$ cat config.mk
export PLATFORM = sky130hd
export DESIGN_NAME = uart_rx_fifo
export DESIGN_NICKNAME = d
export VERILOG_FILES = /design/src/rtl/uart_pkg.sv /design/src/rtl/sync_fifo.sv /design/src/rtl/uart_rx_fifo.sv
export SDC_FILE = /design/constraint.sdc
export NUM_CORES = 1
export LEC_CHECK = 0
export BUFFER_PORTS_ARGS = -buffer_cell sky130_fd_sc_hd__buf_2
export CAP_MARGIN = 20
export CELL_PAD_IN_SITES_DETAIL_PLACEMENT = 0
export CELL_PAD_IN_SITES_GLOBAL_PLACEMENT = 1
export CORE_AREA = 2 2 150 152
export DETAILED_ROUTE_END_ITERATION = 16
export DIE_AREA = 0 0 152 154
export PLACE_DENSITY_LB_ADDON = 0.25
export REMOVE_ABC_BUFFERS = 1
export SKIP_CTS_REPAIR_TIMING = 1
export SLEW_MARGIN = 25
export SYNTH_ARGS = -nofsm -noshare
export SYNTH_HDL_FRONTEND = slang
export SYNTH_SLANG_ARGS = --single-unit
$ cat constraint.sdc
create_clock -name clk -period 4.7 [get_ports clk]
set_input_delay 1.175 -clock clk [delete_from_list [all_inputs] [get_ports clk]]
set_output_delay 1.175 -clock clk [all_outputs]
set_load 0.05 [all_outputs]
$ cat src/rtl/uart_pkg.sv
// uart_pkg: baud divisor table, receiver FSM states and FIFO word layout shared by the UART receive path
package uart_pkg;

  typedef enum logic [2:0] {IDLE, START, DATA, PARITY, STOP} rx_state_t;

  typedef struct packed {
    logic       ferr;
    logic       perr;
    logic [7:0] data;
  } rx_word_t;

  localparam int WORD_W = $bits(rx_word_t);

  function automatic int baud_rate(input logic [3:0] sel);
    case (sel)
      4'd0:    return 300;
      4'd1:    return 1200;
      4'd2:    return 2400;
      4'd3:    return 4800;
      4'd4:    return 9600;
      4'd5:    return 19200;
      4'd6:    return 38400;
      4'd7:    return 57600;
      4'd8:    return 115200;
      4'd9:    return 230400;
      4'd10:   return 460800;
      default: return 921600;
    endcase
  endfunction

  function automatic int baud_div(input int clk_hz, input logic [3:0] sel);
    return (clk_hz + baud_rate(sel) / 2) / baud_rate(sel);
  endfunction

endpackage

$ cat src/rtl/sync_fifo.sv
// sync_fifo: single-clock FIFO, head read combinationally; a push into a full FIFO is kept only when a pop frees a slot in the same cycle
module sync_fifo #(
  parameter int WIDTH = 8,
  parameter int DEPTH = 16
) (
  input  logic                   clk,
  input  logic                   reset,
  input  logic                   push,
  input  logic                   pop,
  input  logic [WIDTH-1:0]       din,
  output logic [WIDTH-1:0]       dout,
  output logic                   full,
  output logic                   empty,
  output logic [$clog2(DEPTH):0] count
);
  localparam int AW = $clog2(DEPTH);
  logic [WIDTH-1:0] mem [DEPTH];
  logic [AW-1:0]    wptr, rptr;
  logic             do_push, do_pop;
  assign empty   = count == '0;
  assign full    = count == (AW+1)'(DEPTH);
  assign do_pop  = pop && !empty;
  assign do_push = push && (!full || do_pop);
  assign dout    = empty ? '0 : mem[rptr];
  // Storage array, written only on an accepted push
  always_ff @(posedge clk)
    if (do_push) mem[wptr] <= din;
  // Pointers wrap naturally because DEPTH is a power of two
  always_ff @(posedge clk)
    if (reset) begin
      wptr  <= '0;
      rptr  <= '0;
      count <= '0;
    end else begin
      wptr  <= wptr + AW'(do_push);
      rptr  <= rptr + AW'(do_pop);
      count <= count + (AW+1)'(do_push) - (AW+1)'(do_pop);
    end
endmodule

$ cat src/rtl/uart_rx_fifo.sv
// uart_rx_fifo: UART receiver with mid-bit sampling, per-word parity/framing flags, sticky overrun and a ready/valid receive FIFO.
// Define UART_RX_BREAK_DETECT_EN to drop all-zero break frames and pulse brk instead of queueing them.
module uart_rx_fifo
  import uart_pkg::*;
#(
  parameter int CLK_HZ      = 100000000,
  parameter int FIFO_DEPTH  = 16,
  parameter int SYNC_STAGES = 2
) (
  input  logic                        clk,
  input  logic                        reset,
  input  logic [3:0]                  baud_value,
  input  logic                        EIGHT,
  input  logic                        PEN,
  input  logic                        OHEL,
  input  logic                        RX,
  output logic [7:0]                  rx_data,
  output logic                        rx_perr,
  output logic                        rx_ferr,
  output logic                        rx_valid,
  input  logic                        rx_ready,
  output logic                        ovf,
  input  logic                        ovf_clr,
`ifdef UART_RX_BREAK_DETECT_EN
  output logic                        brk,
`endif
  output logic [$clog2(FIFO_DEPTH):0] fifo_count
);
  localparam int CW = $clog2(baud_div(CLK_HZ, 4'd0) + 1);
  rx_state_t              state, state_n;
  logic [SYNC_STAGES-1:0] sync;
  logic                   rx_s, rx_prev, start_edge, tick, last_bit, stop_tick;
  logic [CW-1:0]          div_tab [16];
  logic [CW-1:0]          div_q, cnt;
  logic [2:0]             bcnt;
  logic [7:0]             data;
  logic                   eight_q, pen_q, ohel_q, perr_q, ferr_q;
  logic                   push, pop, full, empty;
  rx_word_t               head;
`ifdef UART_RX_BREAK_DETECT_EN
  logic                   par_q, brk_wait, is_break;
  assign is_break = data == 8'd0 && !par_q && !rx_s;
`endif

  for (genvar i = 0; i < 16; i++) begin : g_div
    assign div_tab[i] = CW'(baud_div(CLK_HZ, 4'(i)));
  end

  assign rx_s       = sync[SYNC_STAGES-1];
  assign start_edge = rx_prev && !rx_s;
  assign tick       = (state == START) ? (cnt == (div_q >> 1)) : (cnt == div_q - 1'b1);
  assign last_bit   = bcnt == (eight_q ? 3'd7 : 3'd6);
  assign stop_tick  = state == STOP && tick;
  assign pop        = rx_valid && rx_ready;
  assign rx_valid   = !empty;
  assign rx_data    = head.data;
  assign rx_perr    = head.perr;
  assign rx_ferr    = head.ferr;

  // RX synchroniser plus previous sample; both reset high so reset never fakes a start edge
  always_ff @(posedge clk)
    if (reset) begin
      sync    <= '1;
      rx_prev <= 1'b1;
    end else begin
      sync    <= {sync[SYNC_STAGES-2:0], RX};
      rx_prev <= rx_s;
    end

  // State register
  always_ff @(posedge clk)
    state <= reset ? IDLE : state_n;

  // Next state: start edge, half-bit start confirmation, then one sample per bit period
  always_comb begin
    state_n = state;
    case (state)
      IDLE:    state_n = start_edge ? START : IDLE;
      START:   state_n = tick ? (rx_s ? IDLE : DATA) : START;
      DATA:    state_n = (tick && last_bit) ? (pen_q ? PARITY : STOP) : DATA;
      PARITY:  state_n = tick ? STOP : PARITY;
`ifdef UART_RX_BREAK_DETECT_EN
      STOP:    state_n = brk_wait ? (rx_s ? IDLE : STOP) : ((tick && !is_break) ? IDLE : STOP);
`else
      STOP:    state_n = tick ? IDLE : STOP;
`endif
      default: state_n = IDLE;
    endcase
  end

  // Bit timing, frame config latch and word assembly; push fires the cycle after the stop sample
  always_ff @(posedge clk)
    if (reset) begin
      cnt      <= '0;
      div_q    <= '0;
      bcnt     <= '0;
      data     <= '0;
      eight_q  <= 1'b0;
      pen_q    <= 1'b0;
      ohel_q   <= 1'b0;
      perr_q   <= 1'b0;
      ferr_q   <= 1'b0;
      push     <= 1'b0;
`ifdef UART_RX_BREAK_DETECT_EN
      par_q    <= 1'b0;
      brk_wait <= 1'b0;
      brk      <= 1'b0;
`endif
    end else begin
      cnt <= (state == IDLE || tick) ? '0 : cnt + 1'b1;
`ifdef UART_RX_BREAK_DETECT_EN
      push     <= stop_tick && !brk_wait && !is_break;
      brk      <= stop_tick && !brk_wait && is_break;
      brk_wait <= state == STOP && (brk_wait ? !rx_s : stop_tick && is_break);
      if (state == PARITY && tick) par_q <= rx_s;
      if (state == IDLE && start_edge) par_q <= 1'b0;
`else
      push <= stop_tick;
`endif
      if (state == IDLE && start_edge) begin
        div_q   <= div_tab[baud_value];
        eight_q <= EIGHT;
        pen_q   <= PEN;
        ohel_q  <= OHEL;
        bcnt    <= '0;
        data    <= '0;
        perr_q  <= 1'b0;
      end
      if (state == DATA && tick) begin
        data[bcnt] <= rx_s;
        bcnt       <= bcnt + 1'b1;
      end
      if (state == PARITY && tick) perr_q <= (^data ^ rx_s) != ohel_q;
      if (stop_tick) ferr_q <= !rx_s;
    end

  // Sticky overrun: a word arriving while full with no pop is lost; set beats clear
  always_ff @(posedge clk)
    ovf <= reset ? 1'b0 : (push && full && !pop) || (ovf && !ovf_clr);

  sync_fifo #(
    .WIDTH (WORD_W),
    .DEPTH (FIFO_DEPTH)
  ) u_fifo (
    .clk   (clk),
    .reset (reset),
    .push  (push),
    .pop   (pop),
    .din   ({ferr_q, perr_q, data}),
    .dout  (head),
    .full  (full),
    .empty (empty),
    .count (fifo_count)
  );
endmodule

==> impl_metrics.py <==
metrics = {
    "outcome": {
        "status": "complete, no violations",
    },
    "critical_path": {
        "worstPathArrival_ps": 4650,
        "crit_chain": "inv_1 > ha_1 > or4b_1 > or4b_4 > and3b_1 > nor3_1 > nand4_2 > a2111oi_4 > nand3_2 > nor4b_1 > mux2i_1",
        "slowest_delay_ps": 640,
        "critPathMaxFanout": 13,
        "slowest_stage": "or4b_1",
        "reg2reg_from": "div_q[1]",
        "required_ps": 5150,
        "cp-end-kind": "flip-flop",
        "crit_buf_inv": 1,
        "critical-path-top-delay-family": "simple AND/OR/NAND/NOR gates",
        "critPathLaunchType": "flip-flop",
        "critPathLaunch": "div_q[1]",
        "worstSetupPathType": "flip-flop to flip-flop",
    },
    "final_layout": {
        "finalNetCount": 867,
        "drive_gt1_share_pct": 18.6,
        "fill_cells": 1771,
        "final_cells": 1134,
        "areaGrowthSynthToFinish_pct": 10.8,
        "antenna_cells": 0,
    },
    "clock_tree": {
        "clk_pin_slew_ps": 60,
        "cts_tree": "built",
        "clk_latency_ps": 520,
        "h-tree-depth": 1,
        "clkSinkCount": 234,
        "cts-root-buf": "clkbuf_16",
        "cts_buffer_depth": 3,
        "cts_buffers": 25,
    },
    "power": {
        "pwr-share-seq_pct": 42.4,
        "clock_power_share_pct": 38.2,
        "switching_power_w": 0.00151,
        "p_int_w": 0.00385,
        "p_comb_share_pct": 19.4,
        "vdd_drop_max_v": 0.000203,
        "p_sw_share_pct": 28.2,
        "powerDensity_nw_per_um2": 449,
        "p_leak_nw": 4.05,
    },
    "route": {
        "vias": 6526,
        "drt_iter0_drc": 437,
        "drt-pass1-iter-count": 5,
        "via_per_inst": 5.75,
        "route.detailed.drc": 0,
        "ant_nets": 0,
        "wl_per_cell_microns": 20.1,
        "routed_wl_microns": 22800,
    },
    "timing": {
        "tns_ps": 0,
        "relSlewSlack_pct": 32.6,
        "finalMaxSlewViolations": 0,
        "finalHoldViolations": 0,
        "fin_ws_ps": 501,
        "finalCritPeriodShare_pct": 89.3,
        "rsz0062_at_grt": "false",
        "worst_pin_slew_ps": 1010,
        "post-route-min-period_ps": 4200,
        "clock_skew_ps": 14.8,
        "setup_viol": 0,
        "fmax_ghz": 0.238,
    },
    "synthesis": {
        "synthFlopType": "edfxtp_1",
        "ys_ff_latch": 234,
        "synth_area_sq_um": 10800,
        "synth_cell_type_count": 75,
        "synth_area_per_cell_sq_um": 13.1,
        "synth_edf_count": 160,
        "ys_seq_area_share_pct": 58.3,
        "async_reset_ff_share_pct": 0,
        "yosysWarnings": 0,
        "syn_inst": 826,
    },
    "floorplan": {
        "fp.dieArea_sq_um": 23400,
        "fp-row-count": 54,
        "die_w_microns": 152,
        "start_util_pct": 49.7,
        "boundaryPins": 29,
        "die_y_microns": 154,
        "core-area_sq_um": 21700,
    },
    "min_path": {
        "hold_path_class": "flip-flop to flip-flop",
        "min_from": "sync[0]",
    },
    "grt": {
        "antenna_found_initial": 1,
        "overflow": 0,
        "grt_pass1_vias": 6748,
        "grt_usage_pct": 19.7,
        "grt_max_degree": 41,
        "grt_first_pass_wirelength_microns": 36800,
    },
    "place": {
        "port_buffers": 28,
        "dp_hpwl_microns": 16000,
        "gp_routability_congestion": 0.906,
        "place_ws_ps": 592,
        "dp_cells": 1089,
    },
    "run": {
        "maxCapViolations": 0,
    },
}
-- synth_stat cells, types with 8 or more instances --
cell type,number,area (sq um)
edfxtp_1,160,4800
nor2_1,88,330
dfxtp_1,74,1480
mux4_2,50,1130
nand2_1,44,165
xnor2_1,37,324
clkbuf_1,33,124
a21oi_1,30,150
nand3_1,29,145
inv_1,26,97.6
nor3_1,26,130
nor2b_1,21,131
xor2_1,20,175
ha_1,18,225
nor4_1,13,81.3
mux2i_1,12,120
buf_1,9,33.8
o21ai_0,9,45.0
nand2b_1,8,50.1
-- state kept, by name (all words and copies together) (netlist names), 2 cells and up --
register,count
bcnt,3
cnt,19
data,8
div_q,18
state,3
sync,2
u_fifo.count,5
u_fifo.mem,160
u_fifo.rptr,4
u_fifo.wptr,4
-- power groups by stage --
stage	logic (W)	registers (W)	clock network, W
after floorplan	0.000663	0.00244	0
after global placement	0.00103	0.00231	0
after detailed placement	0.00105	0.00232	0
after CTS	0.00106	0.00227	0.00209
after global routing	0.00113	0.00228	0.00218
final	0.00104	0.00227	0.00205
-- metal layers --
metal  GRT usage, %  wire, microns  up-vias
met5              0             18        -
met4           6.45            554        2
met3           2.79            987       43
met2           35.6          11900      147
met1           24.5           9320     3231
li1               -              -     3103
-- area by class of cell --
cell class | instances | area [sq um] | area share [%]
Clock buffer | 32 | 682 | 5.71
Clock inverter | 13 | 193 | 1.61
Inverter | 26 | 97.6 | 0.817
Multi-Input combinational cell | 509 | 4100 | 34.3
Sequential cell | 234 | 6290 | 52.6
Tap cell | 280 | 350 | 2.93
Timing Repair Buffer | 40 | 243 | 2.03
-- cells in the final DEF, fill, tap and decap left out, types with 4 or more instances in the layout --
cell type | Yosys | layout
a211oi_1 | 7 | 7
a21oi_1 | 30 | 30
a31oi_1 | 5 | 5
and3_1 | 4 | 4
buf_2 | 2 | 28
buf_4 | 3 | 11
bufinv_16 | 0 | 4
clkbuf_1 | 33 | 4
clkbuf_16 | 0 | 25
dfxtp_1 | 74 | 72
edfxtp_1 | 160 | 160
ha_1 | 18 | 18
inv_1 | 26 | 26
mux2i_1 | 12 | 12
mux4_2 | 50 | 50
nand2_1 | 44 | 43
nand2b_1 | 8 | 8
nand3_1 | 29 | 29
nand4_1 | 4 | 4
nor2_1 | 88 | 85
nor2b_1 | 21 | 21
nor3_1 | 26 | 26
nor4_1 | 13 | 13
o211ai_1 | 4 | 4
o21ai_0 | 9 | 9
o31ai_1 | 4 | 4
or2_2 | 4 | 4
or3_1 | 5 | 5
xnor2_1 | 37 | 37
xor2_1 | 20 | 20
-- cells by family after synthesis --
kind of cell	after synthesis	share of synthesized area [%]
mux	62	11.6
simple gates	284	13.8
buf+inv	83	3.87
compound gates	87	5.57
fa+ha+maj	19	2.27
flops	234	58.3
xor+xnor	57	4.63
-- metrics by stage --
stage | total power (W) | hold slack (ps) | area, sq um | utilization, %
detailed placement | 0.00337 | 404 | 11100 | 51.0
global placement | 0.00334 | 398 | 11100 | 51.0
finish | 0.00536 | 412 | 11900 | 55.1
floorplan | 0.00310 | 389 | 10500 | -
CTS | 0.00541 | 418 | 11900 | 55.0
global route | 0.00559 | 447 | 11900 | 55.1
-- final timing paths --
kind	end	slack, ps	cells past startpoint
min	sync[1]	410	1
max reg2reg	data[1]	500	11
max	data[1]	500	11
min reg2reg	sync[1]	410	1
Power figures use the tool's default switching activity.
